<file path="src/rtl/conv_sched_if.sv">
// Handshake and configuration bundle between the conv scheduler (slave view)
// and its environment: job control, conv core issue/return and result stream.
interface conv_sched_if;
  logic               start;
  logic [7:0]         cfg_cin;
  logic [15:0]        cfg_npix;
  logic               busy;
  logic               done;
  logic               sat;
  logic               core_in_valid;
  logic               core_in_ready;
  logic [7:0]         cur_cin;
  logic [15:0]        cur_pix;
  logic               core_out_valid;
  logic               core_out_ready;
  logic signed [31:0] core_partial;
  logic               res_valid;
  logic               res_ready;
  logic signed [31:0] res_data;
  logic [15:0]        res_pix;

  modport master (
    output start, cfg_cin, cfg_npix, core_in_ready, core_out_valid, core_partial, res_ready,
    input  busy, done, sat, core_in_valid, cur_cin, cur_pix, core_out_ready,
           res_valid, res_data, res_pix
  );

  modport slave (
    input  start, cfg_cin, cfg_npix, core_in_ready, core_out_valid, core_partial, res_ready,
    output busy, done, sat, core_in_valid, cur_cin, cur_pix, core_out_ready,
           res_valid, res_data, res_pix
  );
endinterface

</file>
<file path="src/rtl/conv_sched.sv">
// Convolution scheduler: issues one window/weight per input channel, accumulates
// the returned partials with saturation and emits one result per output pixel.
module conv_sched (
  input  logic         clk,
  input  logic         rst_n,
  conv_sched_if.slave  bus
);

  typedef enum logic [1:0] {IDLE, ISSUE, WAIT, EMIT} state_t;

  state_t             state, state_nxt;
  logic [7:0]         cin_cfg, cin;
  logic [15:0]        npix_cfg, pix;
  logic signed [31:0] acc;
  logic               sat_q, done_q;
  logic signed [32:0] sum_p0;
  logic               cfg_ok, last_cin, last_pix, clamp;

  function automatic logic signed [31:0] sat32(input logic signed [32:0] s);
    logic signed [31:0] r;
    if (s[32] != s[31]) r = s[32] ? 32'sh8000_0000 : 32'sh7FFF_FFFF;
    else                r = s[31:0];
    return r;
  endfunction

  assign cfg_ok   = (bus.cfg_cin != 8'd0) && (bus.cfg_npix != 16'd0);
  assign last_cin = (cin == cin_cfg - 8'd1);
  assign last_pix = (pix == npix_cfg - 16'd1);
  assign sum_p0   = {acc[31], acc} + {bus.core_partial[31], bus.core_partial};
  assign clamp    = sum_p0[32] ^ sum_p0[31];

  always_ff @(posedge clk or negedge rst_n) begin
    if (!rst_n) state <= IDLE;
    else        state <= state_nxt;
  end

  always_comb begin
    state_nxt = state;
    case (state)
      IDLE:    if (bus.start && cfg_ok) state_nxt = ISSUE;
      ISSUE:   if (bus.core_in_ready) state_nxt = WAIT;
      WAIT:    if (bus.core_out_valid) state_nxt = last_cin ? EMIT : ISSUE;
      EMIT:    if (bus.res_ready) state_nxt = last_pix ? IDLE : ISSUE;
      default: state_nxt = IDLE;
    endcase
  end

  // Counters, accumulator and status flags
  always_ff @(posedge clk or negedge rst_n) begin
    if (!rst_n) begin
      cin_cfg  <= '0;
      npix_cfg <= '0;
      cin      <= '0;
      pix      <= '0;
      acc      <= '0;
      sat_q    <= 1'b0;
      done_q   <= 1'b0;
    end else begin
      done_q <= 1'b0;
      case (state)
        IDLE: begin
          if (bus.start) begin
            sat_q <= 1'b0;
            if (cfg_ok) begin
              cin_cfg  <= bus.cfg_cin;
              npix_cfg <= bus.cfg_npix;
              cin      <= '0;
              pix      <= '0;
              acc      <= '0;
            end else begin
              done_q <= 1'b1;
            end
          end
        end
        WAIT: begin
          if (bus.core_out_valid) begin
            acc <= sat32(sum_p0);
            if (clamp)     sat_q <= 1'b1;
            if (!last_cin) cin   <= cin + 8'd1;
          end
        end
        EMIT: begin
          if (bus.res_ready) begin
            if (last_pix) begin
              done_q <= 1'b1;
            end else begin
              pix <= pix + 16'd1;
              cin <= '0;
              acc <= '0;
            end
          end
        end
        default: ;
      endcase
    end
  end

  // All outputs decode flops only; no input reaches an output combinationally
  assign bus.busy           = (state != IDLE);
  assign bus.done           = done_q;
  assign bus.sat            = sat_q;
  assign bus.core_in_valid  = (state == ISSUE);
  assign bus.core_out_ready = (state == WAIT);
  assign bus.res_valid      = (state == EMIT);
  assign bus.cur_cin        = cin;
  assign bus.cur_pix        = pix;
  assign bus.res_data       = acc;
  assign bus.res_pix        = pix;

endmodule

</file>
<file path="src/flat_wrapper.sv">
// flat-port wrapper written by rule: the top's interface ports become plain ports
module conv_sched_flat 
  (clk, rst_n, bus_start, bus_cfg_cin, bus_cfg_npix, bus_core_in_ready, bus_core_out_valid, bus_core_partial, bus_res_ready, bus_busy, bus_done, bus_sat, bus_core_in_valid, bus_cur_cin, bus_cur_pix, bus_core_out_ready, bus_res_valid, bus_res_data, bus_res_pix);
  conv_sched_if bus_i ();
  input  logic clk;
  input  logic rst_n;
  input wire logic [$bits(bus_i.start)-1:0] bus_start;
  input wire logic [$bits(bus_i.cfg_cin)-1:0] bus_cfg_cin;
  input wire logic [$bits(bus_i.cfg_npix)-1:0] bus_cfg_npix;
  input wire logic [$bits(bus_i.core_in_ready)-1:0] bus_core_in_ready;
  input wire logic [$bits(bus_i.core_out_valid)-1:0] bus_core_out_valid;
  input wire logic [$bits(bus_i.core_partial)-1:0] bus_core_partial;
  input wire logic [$bits(bus_i.res_ready)-1:0] bus_res_ready;
  output wire logic [$bits(bus_i.busy)-1:0] bus_busy;
  output wire logic [$bits(bus_i.done)-1:0] bus_done;
  output wire logic [$bits(bus_i.sat)-1:0] bus_sat;
  output wire logic [$bits(bus_i.core_in_valid)-1:0] bus_core_in_valid;
  output wire logic [$bits(bus_i.cur_cin)-1:0] bus_cur_cin;
  output wire logic [$bits(bus_i.cur_pix)-1:0] bus_cur_pix;
  output wire logic [$bits(bus_i.core_out_ready)-1:0] bus_core_out_ready;
  output wire logic [$bits(bus_i.res_valid)-1:0] bus_res_valid;
  output wire logic [$bits(bus_i.res_data)-1:0] bus_res_data;
  output wire logic [$bits(bus_i.res_pix)-1:0] bus_res_pix;
  assign bus_i.start = bus_start;
  assign bus_i.cfg_cin = bus_cfg_cin;
  assign bus_i.cfg_npix = bus_cfg_npix;
  assign bus_i.core_in_ready = bus_core_in_ready;
  assign bus_i.core_out_valid = bus_core_out_valid;
  assign bus_i.core_partial = bus_core_partial;
  assign bus_i.res_ready = bus_res_ready;
  assign bus_busy = bus_i.busy;
  assign bus_done = bus_i.done;
  assign bus_sat = bus_i.sat;
  assign bus_core_in_valid = bus_i.core_in_valid;
  assign bus_cur_cin = bus_i.cur_cin;
  assign bus_cur_pix = bus_i.cur_pix;
  assign bus_core_out_ready = bus_i.core_out_ready;
  assign bus_res_valid = bus_i.res_valid;
  assign bus_res_data = bus_i.res_data;
  assign bus_res_pix = bus_i.res_pix;
  conv_sched u_core (.clk(clk), .rst_n(rst_n), .bus(bus_i));
endmodule
</file>
<file path="config.mk">
export PLATFORM = sky130hd
export DESIGN_NAME = conv_sched_flat
export DESIGN_NICKNAME = d
export VERILOG_FILES = /design/src/rtl/conv_sched_if.sv /design/src/rtl/conv_sched.sv /design/src/flat_wrapper.sv
export SDC_FILE = /design/constraint.sdc
export NUM_CORES = 1
export LEC_CHECK = 0
export BUFFER_PORTS_ARGS = -buffer_cell sky130_fd_sc_hd__buf_2
export CAP_MARGIN = 15
export CORE_MARGIN = 3
export CORE_UTILIZATION = 23
export CTS_CLUSTER_DIAMETER = 200
export DETAILED_ROUTE_END_ITERATION = 10
export PLACE_DENSITY = 0.48
export SYNTH_ARGS = -nofsm -noshare
export SYNTH_HDL_FRONTEND = slang
export SYNTH_SLANG_ARGS = --single-unit
</file>
<file path="constraint.sdc">
create_clock -name clk -period 3.9 [get_ports clk]
set_input_delay 0.39 -clock clk [delete_from_list [all_inputs] [get_ports clk]]
set_output_delay 0.39 -clock clk [all_outputs]
set_load 0.05 [all_outputs]
</file>
==> impl_metrics.csv <==
group,metric,value,unit
outcome,run_status,"finished clean",
timing,period_share,92.1,%
synth,syn-instance-count,722,
cells_and_area,fin_area,7770,um^2
critical_path,crit_type,"reg2reg",
critical_path,cp_data_required_time,4.16,ns
global_route,grt_max_degree,64,
cts,numCtsBuffers,9,
cells_and_area,area_delta_synth_final,20.4,%
route,wl_per_cell,16.6,um
cells_and_area,drive_above_1_share,25.3,%
critical_path,startpoint_type,"flop",
synth,synthFlopType,"dfrtp_1",
synth,syn-mean-instance-area,8.94,um^2
timing,clock_skew,0.00926,ns
route,avgViaCountPerCell,4.88,
cts,clock_latency,0.35,ns
floorplanning,die_x,174,um
synth,ys_types,67,
place,place_congestion,0.838,
synth,synth_area,6460,um^2
global_route,antenna_found_initial,1,
critical_path,crit_arrival,3.85,ns
floorplanning,coreArea,27300,um^2
route,ant_nets,0,
cts,clockBufferDepth,2,
cells_and_area,layout_commonest_cell,"buf_2",
cts,cts_sinks,84,
power_and_ir_drop,ir_drop,442,uV
cts,cts_tree,"built",
global_route,grt_pass1_vias,5700,
synth,ys_ff_latch,84,
synth,synth-edff-count,0,
floorplanning,die_y,174,um
power_and_ir_drop,p_leak,3.61,nW
timing,fmax,278,MHz
min_path,hold_class,"in2async",
synth,ys_warn_count,0,
cts,root_buffer,"clkbuf_16",
floorplanning,num_rows,60,
floorplanning,io_pins,140,
cells_and_area,num-fill-cells,2912,
timing,worst_pin_slew,0.885,ns
global_route,grt_pass1_wl,32.2,mm
cts,post_cts_resized,0,
global_route,grtUsageTotal,13.2,%
timing,post-route-min-period,3.59,ns
power_and_ir_drop,p_per_area,835,nW/um^2
synth,syn_nets,826,
cts,cts_setup_buffers,0,
route,dr.pass1.iters,5,
cells_and_area,multi_input_area,3990,um^2
synth,seq_area_frac_synth,32.6,%
route,first_iter_violations,364,
place,hpwl,15.3,mm
critical_path,critPathMaxFanout,61,
cells_and_area,nets,944,
place,portBuffers,139,
job,maxCapViolations,0,
cells_and_area,ff_latch_area,2100,um^2
place,placed_area,7490,um^2
cts,cts.clk_slew.worst_paths,0.07,ns
global_route,grt_remaining_overflow,0,
route,wirelength,20.1,mm
floorplanning,die-area,30100,um^2
timing,relSlewSlack,41.0,%
synth,ys_async_sr_fraction,100,%
timing,final_max_slew_viol_count,0,
cells_and_area,antenna_cells,0,
critical_path,end_kind,"flop",
route,vias,5934,
timing,finalHoldViolCount,0,
timing,rsz0062_at_grt,"no",
timing,setup_viol,0,
route,route.detailed.drc,0,
cts,htreeDepth,3,
timing,finalSetupTns,0,ns
cells_and_area,most-common-layout-cells,"buf_2 (138), dfrtp_1 (84), nand2_1 (70)",
cts,hold_buffers,0,
floorplanning,start_util,23.7,%
-- critical path, cell delays in order, from the launching register on --
cell	delay [ns]
dfrtp_1	0.43
inv_1	0.08
ha_1	0.21
nor4b_2	0.46
and4_1	0.28
o2111ai_1	0.10
or4b_1	0.50
or4_1	0.70
nand2_2	0.14
buf_12	0.25
nand2_1	0.10
a22oi_1	0.20
-- report_power, final --
part           total [mW]  leakage (nW)  internal, mW  switching (mW)
Sequential           1.59          1.11          1.17           0.418
Clock               0.857         0.139         0.444           0.413
Combinational        4.04          2.36          1.47            2.58
Total                6.49          3.61          3.08            3.41
-- final timing paths --
path | slack (ns) | end | start | cells past startpoint
setup / recovery | 0.31 | u_core.bus.res_data[6]$_DFFE_PN0P_ | u_core.npix_cfg[0]$_DFFE_PN0P_ | 11
hold / removal | 0.16 | u_core.cin_cfg[1]$_DFFE_PN0P_ | rst_n | 1
setup reg to reg | 0.31 | u_core.bus.res_data[6]$_DFFE_PN0P_ | u_core.npix_cfg[0]$_DFFE_PN0P_ | 11
hold reg to reg | 0.54 | u_core.cin_cfg[7]$_DFFE_PN0P_ | u_core.cin_cfg[7]$_DFFE_PN0P_ | 1
max in group asynchronous | 2.86 | u_core.bus.res_data[22]$_DFFE_PN0P_ | rst_n | 2
min in group clk | 0.29 | u_core.npix_cfg[15]$_DFFE_PN0P_ | bus_cfg_npix[15] | 2
-- cell usage after synthesis (all sizes together), types with 17 or more instances --
| library cell | n | area [um^2] |
|---|---|---|
| nand4 | 17 | 113 |
| nand3 | 19 | 95.1 |
| clkbuf | 18 | 67.6 |
| o21ai | 31 | 155 |
| inv | 27 | 101 |
| mux2 | 24 | 270 |
| a22oi | 30 | 275 |
| xor2 | 34 | 298 |
| xnor2 | 33 | 289 |
| nor2 | 27 | 101 |
| a21oi | 67 | 335 |
| nand2 | 71 | 269 |
| buf | 27 | 208 |
| dfrtp | 84 | 2100 |
| ha | 41 | 513 |
-- flip-flops by register name (all words and copies together), names as in the netlist --
name / count
u_core.cin_cfg: 8
u_core.bus.res_data: 32
u_core.bus.cur_pix: 16
u_core.bus.cur_cin: 8
u_core.npix_cfg: 16
u_core.state: 2
u_core.bus.done: 1
u_core.bus.sat: 1
-- area by class of cell --
type | instances | area share, %
clock inverter | 7 | 0.757
sequential | 84 | 27.0
multi-input combinational | 566 | 51.3
tap | 372 | 5.99
inverter | 27 | 1.30
clock buffer | 9 | 2.90
timing repair buffer | 152 | 10.7
-- cell families (layout without fill, tap and decap cells) --
kind of cell | Yosys count | in the layout | share of synthesized area (%)
AOI/OAI and AO/OA | 216 | 216 | 22.4
xor gates and xnor gates | 67 | 67 | 9.09
adders and majority gates | 42 | 42 | 8.25
buffers and inverters | 72 | 195 | 5.83
DFF | 84 | 84 | 32.6
muxes | 26 | 26 | 4.50
and+or+nand+nor | 215 | 215 | 17.4
-- stage by stage --
| stage | setup WS (ns) | instances | power (mW) | hold slack (ns) | utilization [%] |
|---|---|---|---|---|---|
| finish | 0.306 | 1217 | 6.49 | 0.157 | 28.5 |
| global route | 0.0206 | 1217 | 7.04 | 0.223 | 28.5 |
| CTS | 0.315 | 1217 | 6.56 | 0.192 | 28.5 |
| detailed placement | 0.350 | 1201 | 5.66 | 0.519 | 27.5 |
| global placement | 0.429 | 1201 | 5.65 | 0.526 | 27.5 |
| floorplan | 0.567 | 722 | 4.61 | 0.0944 | - |
-- per-layer routing --
metal | vias to the layer above | global-route usage (%) | wire [um]
met2 | 172 | 20.7 | 8950
met3 | 11 | 3.02 | 1140
met5 | - | 0 | 13
li1 | 2912 | - | -
met4 | 2 | 2.33 | 153
met1 | 2837 | 18.8 | 9890
Power figures use the tool's default switching activity.
